### src/rtl/mem_arbiter_if.sv
// Bus bundle between the IF/LSU requesters, the arbiter and the shared memory port.
// The arbiter uses the slave modport; the requesters and memory side use master.
interface mem_arbiter_if #(
  parameter int unsigned bits = 32
);
  logic            if_req;
  logic [bits-1:0] IF_ADDR;
  logic            if_rdy;
  logic            if_valid;
  logic [bits-1:0] IF_RDATA;

  logic            lsu_req;
  logic            lsu_we;
  logic [bits-1:0] LSU_ADDR;
  logic [bits-1:0] LSU_WDATA;
  logic            lsu_rdy;
  logic            lsu_valid;
  logic [bits-1:0] LSU_RDATA;

  logic            proc_req;
  logic            we;
  logic [bits-1:0] ADDR_OUT;
  logic [bits-1:0] WDATA;
  logic            mem_rdy;
  logic            valid;
  logic [bits-1:0] RDATA;

  logic            busy;

  modport slave (
    input  if_req, IF_ADDR, lsu_req, lsu_we, LSU_ADDR, LSU_WDATA, mem_rdy, valid, RDATA,
    output if_rdy, if_valid, IF_RDATA, lsu_rdy, lsu_valid, LSU_RDATA,
           proc_req, we, ADDR_OUT, WDATA, busy
  );

  modport master (
    output if_req, IF_ADDR, lsu_req, lsu_we, LSU_ADDR, LSU_WDATA, mem_rdy, valid, RDATA,
    input  if_rdy, if_valid, IF_RDATA, lsu_rdy, lsu_valid, LSU_RDATA,
           proc_req, we, ADDR_OUT, WDATA, busy
  );
endinterface

### src/rtl/mem_arbiter.sv
// Shares one memory port between instruction fetch and the LSU, one transaction at a time.
// LSU has fixed priority; fetch wins after MAX_STARVE consecutive LSU grants taken while it waited.
module mem_arbiter #(
  parameter int unsigned bits       = 32,
  parameter int unsigned MAX_STARVE = 4
) (
  input  logic           clk,
  input  logic           rst,
  mem_arbiter_if.slave   bus
);

  localparam int unsigned CNT_W = 4;

  typedef enum logic [1:0] {
    IDLE = 2'd0,
    ADDR = 2'd1,
    RESP = 2'd2
  } state_e;

  state_e          state_q, state_d;
  logic            owner_q, owner_d;
  logic [CNT_W-1:0] starve_q, starve_d;
  logic [bits-1:0] addr_q, addr_d;
  logic            we_q, we_d;
  logic [bits-1:0] wdata_q, wdata_d;
  logic [bits-1:0] if_rdata_q, if_rdata_d;
  logic [bits-1:0] lsu_rdata_q, lsu_rdata_d;
  logic            if_rdy_q, if_rdy_d;
  logic            lsu_rdy_q, lsu_rdy_d;
  logic            if_valid_q, if_valid_d;
  logic            lsu_valid_q, lsu_valid_d;
  logic            proc_req_q, proc_req_d;
  logic            busy_q, busy_d;

  logic            starve_at_max_c;
  logic            lsu_wins_c;

  // Fetch only overrides the LSU once it has been passed over MAX_STARVE times in a row.
  assign starve_at_max_c = (starve_q == CNT_W'(MAX_STARVE));
  assign lsu_wins_c      = bus.lsu_req && !(bus.if_req && starve_at_max_c);

  // Next-state and registered-output logic.
  always_comb begin
    state_d     = state_q;
    owner_d     = owner_q;
    starve_d    = starve_q;
    addr_d      = addr_q;
    we_d        = we_q;
    wdata_d     = wdata_q;
    if_rdata_d  = if_rdata_q;
    lsu_rdata_d = lsu_rdata_q;
    if_rdy_d    = 1'b0;
    lsu_rdy_d   = 1'b0;
    if_valid_d  = 1'b0;
    lsu_valid_d = 1'b0;

    case (state_q)
      IDLE: begin
        if (bus.if_req || bus.lsu_req) begin
          state_d = ADDR;
          if (lsu_wins_c) begin
            owner_d   = 1'b1;
            addr_d    = bus.LSU_ADDR;
            we_d      = bus.lsu_we;
            wdata_d   = bus.LSU_WDATA;
            lsu_rdy_d = 1'b1;
            starve_d  = bus.if_req ? starve_q + CNT_W'(1) : '0;
          end else begin
            owner_d  = 1'b0;
            addr_d   = bus.IF_ADDR;
            we_d     = 1'b0;
            wdata_d  = '0;
            if_rdy_d = 1'b1;
            starve_d = '0;
          end
        end
      end
      ADDR: begin
        if (bus.mem_rdy) state_d = RESP;
      end
      RESP: begin
        if (bus.valid) begin
          state_d = IDLE;
          if (owner_q) begin
            lsu_rdata_d = bus.RDATA;
            lsu_valid_d = 1'b1;
          end else begin
            if_rdata_d = bus.RDATA;
            if_valid_d = 1'b1;
          end
        end
      end
      default: state_d = IDLE;
    endcase

    proc_req_d = (state_d == ADDR);
    busy_d     = (state_d != IDLE);
  end

  // State and output registers; reset discards any in-flight transaction.
  always_ff @(posedge clk) begin
    if (!rst) begin
      state_q     <= IDLE;
      owner_q     <= 1'b0;
      starve_q    <= '0;
      addr_q      <= '0;
      we_q        <= 1'b0;
      wdata_q     <= '0;
      if_rdata_q  <= '0;
      lsu_rdata_q <= '0;
      if_rdy_q    <= 1'b0;
      lsu_rdy_q   <= 1'b0;
      if_valid_q  <= 1'b0;
      lsu_valid_q <= 1'b0;
      proc_req_q  <= 1'b0;
      busy_q      <= 1'b0;
    end else begin
      state_q     <= state_d;
      owner_q     <= owner_d;
      starve_q    <= starve_d;
      addr_q      <= addr_d;
      we_q        <= we_d;
      wdata_q     <= wdata_d;
      if_rdata_q  <= if_rdata_d;
      lsu_rdata_q <= lsu_rdata_d;
      if_rdy_q    <= if_rdy_d;
      lsu_rdy_q   <= lsu_rdy_d;
      if_valid_q  <= if_valid_d;
      lsu_valid_q <= lsu_valid_d;
      proc_req_q  <= proc_req_d;
      busy_q      <= busy_d;
    end
  end

  assign bus.if_rdy    = if_rdy_q;
  assign bus.if_valid  = if_valid_q;
  assign bus.IF_RDATA  = if_rdata_q;
  assign bus.lsu_rdy   = lsu_rdy_q;
  assign bus.lsu_valid = lsu_valid_q;
  assign bus.LSU_RDATA = lsu_rdata_q;
  assign bus.proc_req  = proc_req_q;
  assign bus.we        = we_q;
  assign bus.ADDR_OUT  = addr_q;
  assign bus.WDATA     = wdata_q;
  assign bus.busy      = busy_q;

endmodule

### src/flat_wrapper.sv
// flat-port wrapper written by rule: the top's interface ports become plain ports
module mem_arbiter_flat 
#(
  parameter int unsigned bits       = 32,
  parameter int unsigned MAX_STARVE = 4
)
  (clk, rst, bus_if_req, bus_IF_ADDR, bus_lsu_req, bus_lsu_we, bus_LSU_ADDR, bus_LSU_WDATA, bus_mem_rdy, bus_valid, bus_RDATA, bus_if_rdy, bus_if_valid, bus_IF_RDATA, bus_lsu_rdy, bus_lsu_valid, bus_LSU_RDATA, bus_proc_req, bus_we, bus_ADDR_OUT, bus_WDATA, bus_busy);
  mem_arbiter_if #(.bits(bits)) bus_i ();
  input  logic clk;
  input  logic rst;
  input wire logic [$bits(bus_i.if_req)-1:0] bus_if_req;
  input wire logic [$bits(bus_i.IF_ADDR)-1:0] bus_IF_ADDR;
  input wire logic [$bits(bus_i.lsu_req)-1:0] bus_lsu_req;
  input wire logic [$bits(bus_i.lsu_we)-1:0] bus_lsu_we;
  input wire logic [$bits(bus_i.LSU_ADDR)-1:0] bus_LSU_ADDR;
  input wire logic [$bits(bus_i.LSU_WDATA)-1:0] bus_LSU_WDATA;
  input wire logic [$bits(bus_i.mem_rdy)-1:0] bus_mem_rdy;
  input wire logic [$bits(bus_i.valid)-1:0] bus_valid;
  input wire logic [$bits(bus_i.RDATA)-1:0] bus_RDATA;
  output wire logic [$bits(bus_i.if_rdy)-1:0] bus_if_rdy;
  output wire logic [$bits(bus_i.if_valid)-1:0] bus_if_valid;
  output wire logic [$bits(bus_i.IF_RDATA)-1:0] bus_IF_RDATA;
  output wire logic [$bits(bus_i.lsu_rdy)-1:0] bus_lsu_rdy;
  output wire logic [$bits(bus_i.lsu_valid)-1:0] bus_lsu_valid;
  output wire logic [$bits(bus_i.LSU_RDATA)-1:0] bus_LSU_RDATA;
  output wire logic [$bits(bus_i.proc_req)-1:0] bus_proc_req;
  output wire logic [$bits(bus_i.we)-1:0] bus_we;
  output wire logic [$bits(bus_i.ADDR_OUT)-1:0] bus_ADDR_OUT;
  output wire logic [$bits(bus_i.WDATA)-1:0] bus_WDATA;
  output wire logic [$bits(bus_i.busy)-1:0] bus_busy;
  assign bus_i.if_req = bus_if_req;
  assign bus_i.IF_ADDR = bus_IF_ADDR;
  assign bus_i.lsu_req = bus_lsu_req;
  assign bus_i.lsu_we = bus_lsu_we;
  assign bus_i.LSU_ADDR = bus_LSU_ADDR;
  assign bus_i.LSU_WDATA = bus_LSU_WDATA;
  assign bus_i.mem_rdy = bus_mem_rdy;
  assign bus_i.valid = bus_valid;
  assign bus_i.RDATA = bus_RDATA;
  assign bus_if_rdy = bus_i.if_rdy;
  assign bus_if_valid = bus_i.if_valid;
  assign bus_IF_RDATA = bus_i.IF_RDATA;
  assign bus_lsu_rdy = bus_i.lsu_rdy;
  assign bus_lsu_valid = bus_i.lsu_valid;
  assign bus_LSU_RDATA = bus_i.LSU_RDATA;
  assign bus_proc_req = bus_i.proc_req;
  assign bus_we = bus_i.we;
  assign bus_ADDR_OUT = bus_i.ADDR_OUT;
  assign bus_WDATA = bus_i.WDATA;
  assign bus_busy = bus_i.busy;
  mem_arbiter #(.bits(bits), .MAX_STARVE(MAX_STARVE)) u_core (.clk(clk), .rst(rst), .bus(bus_i));
endmodule
### config.mk
export PLATFORM = sky130hd
export DESIGN_NAME = mem_arbiter_flat
export DESIGN_NICKNAME = d
export VERILOG_FILES = /design/src/rtl/mem_arbiter_if.sv /design/src/rtl/mem_arbiter.sv /design/src/flat_wrapper.sv
export SDC_FILE = /design/constraint.sdc
export NUM_CORES = 1
export LEC_CHECK = 0
export CAP_MARGIN = 20
export CORE_UTILIZATION = 40
export DETAILED_ROUTE_END_ITERATION = 8
export PLACE_DENSITY_LB_ADDON = 0.12
export SYNTH_ARGS = -nofsm -noshare
export SYNTH_HDL_FRONTEND = slang
export SYNTH_SLANG_ARGS = --single-unit
### constraint.sdc
create_clock -name clk -period 1.9 [get_ports clk]
set_input_delay 0.38 -clock clk [delete_from_list [all_inputs] [get_ports clk]]
set_output_delay 0.38 -clock clk [all_outputs]
set_load 0.02 [all_outputs]
-- Yosys cells after proc, flatten, opt, wreduce, memory -nomap -nowiden
Index checks and enable logic that the tools add are counted.
- memory bits (writable): 0
- ROM bits: 0
- output and inout port bits: 135
- bits of input ports: 135
- memories: 0
- word-level logic and storage cells: 44
- latch bits: 0
- register bits: 142
- multiply operators: 0
- equality and inequality tests: 4
- bitwise operators: 1
- magnitude comparators: 0
- reduce and logical (&&, ||, !) cells: 11
- div/mod/pow operators: 0
- $add $sub $neg: 1
- multiplexer cells: 13
- shifts and indexed selects: 0
- operators by type and width (operator ; count):
    32-bit two-way mux ; 2
    3-bit AND reduction ; 4
    4-bit two-way mux ; 2
    2-bit two-way mux ; 3
    2-bit case mux with 3 select lines ; 1
    1-bit two-way mux ; 5
    4-bit by 1-bit adder with 4-bit output (second input constant) ; 1
    2-bit by 1-bit == test with 1-bit output (second input constant) ; 2
    4-bit by 3-bit == test with 1-bit output (second input constant) ; 1
    2-bit == test (second input constant) ; 1
    1-bit logical AND ; 2
    2-bit logical NOT ; 1
    2-bit AND reduction ; 1
    2-bit nonzero test ; 1
    1-bit logical NOT ; 1
    1-bit logical OR ; 1
    1-bit NOT ; 1

-- Longest topological paths before layout
- depth after elaboration: 5
- depth in mapped cells: 9
- gate-level depth less buffers: 6

-- Worst setup path before layout
OpenSTA, ideal clock, no wires.
- kind: register to register
- start: register u_core.starve_q[0]
- end: register u_core.wdata_q[10], in the netlist u_core.bus.WDATA[10]
- setup slack: 0.428 ns
- arrival time: 1.340 ns
- required time: 1.768 ns
- period minus slack after synthesis: 1.472 ns
- buffers on the path: 3
- library setup time: 0.132 ns
- cell stages (with the launch flop): 10
- cells stage by stage: dfxtp_1 -> inv_1 -> ha_1 -> nand4b_1 -> and2_1 -> buf_2 -> buf_4 -> buf_4 -> nand3_1 -> a21oi_1
- longest elaborated chain between the ends: 5
- ends and longest elaborated chain (item ; RTL line ; source):
    start, declared ; mem_arbiter.sv:22 ; logic [CNT_W-1:0] starve_q, starve_d;
    start signal, assigned ; mem_arbiter.sv:120 ; starve_q <= starve_d;
    4-bit by 3-bit == test with 1-bit output ; mem_arbiter.sv:39 ; assign starve_at_max_c = (starve_q == CNT_W'(MAX_STARVE));
    1-bit logical AND ; mem_arbiter.sv:40 ; assign lsu_wins_c = bus.lsu_req && !(bus.if_req && starve_at_max_c);
    1-bit logical NOT ; mem_arbiter.sv:40 ;
    1-bit logical AND ; mem_arbiter.sv:40 ;
    32-bit two-way mux ; mem_arbiter.sv:61 ; if (lsu_wins_c) begin
    end signal, assigned ; mem_arbiter.sv:123 ; wdata_q <= wdata_d;
    end, declared ; mem_arbiter.sv:25 ; logic [bits-1:0] wdata_q, wdata_d;
No other way between the ends.
A chain may end at the register's enable or synchronous reset.

-- Worst setup path after layout
- start: register u_core.addr_q[16], in the netlist u_core.bus.ADDR_OUT[16]
- end: output bus_ADDR_OUT[16]
- RTL lines (item ; RTL line ; source):
    start, declared ; mem_arbiter.sv:23 ; logic [bits-1:0] addr_q, addr_d;
    start signal, assigned ; mem_arbiter.sv:121 ; addr_q <= addr_d;
    end, declared ; flat_wrapper.sv:28 ; output wire logic [$bits(bus_i.ADDR_OUT)-1:0] bus_ADDR_OUT;
No word-level cell between the ends.

==> results.md <==
- Power Density: 886 nW/um2
- CTS H-tree lvls: 4
- Worst-path cell chain: clkdlybuf4s50_1
- Clk root buf: clkbuf_16
- WP buf/inv: 1
- # rows: a little over 40
- Setup Viol. Count Final: 0
- Layout Nets: around 1100
- Final core utilization: 0.693
- Synth cell types: 29
- Die W: 116 um
- Critical path origin: u_core.bus.ADDR_OUT[16]
- Via count: 5518
- Worst slew margin: 0.761
- WHS: 0.451 ns
- R2R setup slack: 0.34 ns
- Largest area contributor in the netlist: dfxtp_1
- Die Y-Extent: ~120 um
- GPL Wtd Cong: ~0.8
- Async S/R FF share, synth: 0
- Total Routed Length: 16.2 mm
- Clk Latency, worst-skew pair: 0.42 ns
- Worst Setup Slack, final: 0.104 ns
- Fmax: around 0.56 GHz
- RR Endpoint: u_core.bus.ADDR_OUT[16]
- VDD IR-drop max: 0.518 mV
- Crit path max-delay family: buffers and inverters
- Layout cells sized above 1: 0.0601
- GRT Total Usage: 0.235
- Mapped Area: approximately 5200 um2
- Min cycle time layout: 1.80 ns
- Max Slew Vio Count: 0
- Cts repair resizes: 0
- Clock Path Buffers: 2
- I/O Pins: 270
- Routed vias/inst: between 4 and 5
- Initial Utilization: 0.413
- Dpl cells: 1072
- Avg Cell Area, Syn: 7.85 um2
- Main synth FF type: dfxtp_1
- Max Cap Viol: 0
- Worst path max stage delay: 0.66 ns
- DP Worst Slack: ~0.061 ns
- Initial antenna violation count: 0
- Hold Path Class: flip-flop to flip-flop
- Worst-margin pin slew: 0.357 ns
- Sequential share of the synthesized area: 0.543
- Ys Warns: 0
- Total power: 7.78 mW
- Outcome: complete, no violations
- Largest net degree at the start of global routing: 56
- Post-CTS Setup Inserts: 0
- Final hold viol count: 0
- Dpl cell area: between 8000 and 9000 um2
- Nature of the critical path endpoint: primary output
- CP startpoint kind: flip-flop
- Iter 0 DRT Violations: about 410
- CP Depth: 1
- Req. time, crit path: 1.52 ns
- Post-route cell area: roughly 8800 um2
- First-pass GRT wire length: about 25 mm
- Tcrit/Tclk final: 0.945
- Setup TNS: 0 ns
- Routed Antenna Nets: 0
- WL per Instance: about 15 um
- Clock slew seen by the registers of the worst setup and hold paths: 0.06 ns
- P&R area growth vs syn: 67.8%
- Yosys reg bits: 142
- Worst reg-to-reg path cell count: 7
- Synth Instances: 667
- Pleak: 3.11 nW
- First drt pass iteration count: 5
- Core Area: 12700 um2
- Cts bufs inserted: 17
- CP arrival: 1.42 ns
- CTS Hold Buffers Added: 0
- EDFF count, synth: 0
- # diodes: 0
- Die area: 13600 um2
- IO buf count: 269
- Crit path capture: bus_ADDR_OUT[16]
- Slowest cell on crit path: clkdlybuf4s50_1
- Dpl hpwl: 11.3 mm
- Clk_skew: 0.00804 ns
- Unrepaired setup endpoints after global routing: false
- Post-Synthesis Net Count: roughly 800
- Clock sinks: 142
- Final non-filler cell total: 1104
- CP Max Fanout: 2
- Reg-to-reg startpoint: u_core.starve_q[0]
- Synth top area share: 0.543
- Vias in the first global route: just over 5000
- CP Class: flip-flop to primary output
- Largest cells by area after synthesis: dfxtp_1 (54%), a21oi_1 (16%), nand2_1 (14%), nand3_1 (3.4%), o21ai_0 (3.1%)
- Drc violations: 0
- CTS tree: yes
- Total grt overflow: 0
## registers in the layout (all words and copies together), names as in the netlist, 2 cells and up
| signal | cells |
|---|---|
| u_core.bus.ADDR_OUT | 32 |
| u_core.bus.IF_RDATA | 32 |
| u_core.bus.LSU_RDATA | 32 |
| u_core.bus.WDATA | 32 |
| u_core.starve_q | 4 |
| u_core.state_q | 2 |
## cell type report
cell class,instances,area (um2)
Tap cell,172,215
Timing Repair Buffer,286,2970
Inverter,6,22.5
Sequential cell,142,2840
Fill cell,1011,3890
Multi-Input combinational cell,466,2140
Clock inverter,10,111
Clock buffer,22,484
## synth_stat cells (all sizes together) (2+ instances only)
master and count:
nor2 10, inv 6, a31oi 2, ha 2
clkbuf 26, nand3 36, a21oi 168, nand2b 2
buf 27, dfxtp 142, o21ai 33, nand2 201
## power breakdown
group | internal [mW] | switching, mW
logic | 0.658 | 0.633
clock network | 2.06 | 1.22
registers | 3.13 | 0.0783
total | 5.85 | 1.93
## cells in the final DEF (no fill, tap or decap), types with 7 or more instances in the layout
| cell type | n |
|---|---|
| nand3_1 | 36 |
| nand2_1 | 201 |
| a21oi_1 | 168 |
| buf_12 | 12 |
| clkdlybuf4s50_1 | 269 |
| nor2_1 | 7 |
| o21ai_0 | 32 |
| clkbuf_16 | 17 |
| dfxtp_1 | 142 |
## how the worst min path moves through the flow
stage	slack, ns	startpoint	endpoint	depth (start not counted)
CTS	0.45	u_core.bus.LSU_RDATA[31]	u_core.bus.LSU_RDATA[31]	2
finish	0.45	u_core.bus.LSU_RDATA[17]	u_core.bus.LSU_RDATA[17]	2
global placement	0.44	u_core.bus.LSU_RDATA[24]	u_core.bus.LSU_RDATA[24]	2
floorplan	0.46	u_core.owner_q	u_core.owner_q	2
detailed placement	0.45	u_core.bus.LSU_RDATA[31]	u_core.bus.LSU_RDATA[31]	2
global route	0.47	u_core.bus.LSU_RDATA[16]	u_core.bus.LSU_RDATA[16]	2
## cell families after synthesis
group,after synthesis,share of synthesized area
AOI/OAI and AO/OA,206,0.200
adders and majority gates,2,0.00478
DFF,142,0.543
buffers and inverters,59,0.0507
and+or+nand+nor,258,0.202
## routing by layer
metal / vias to the layer above / global-route usage / part of all wire
met4: 0 / 0.121 / 0.033
li1: 2729 / - / -
met2: 232 / 0.385 / 0.48
met3: 41 / 0.0851 / 0.095
met5: - / 0 / 0
met1: 2516 / 0.269 / 0.40
No activity file was read; power rests on OpenSTA's default activity.
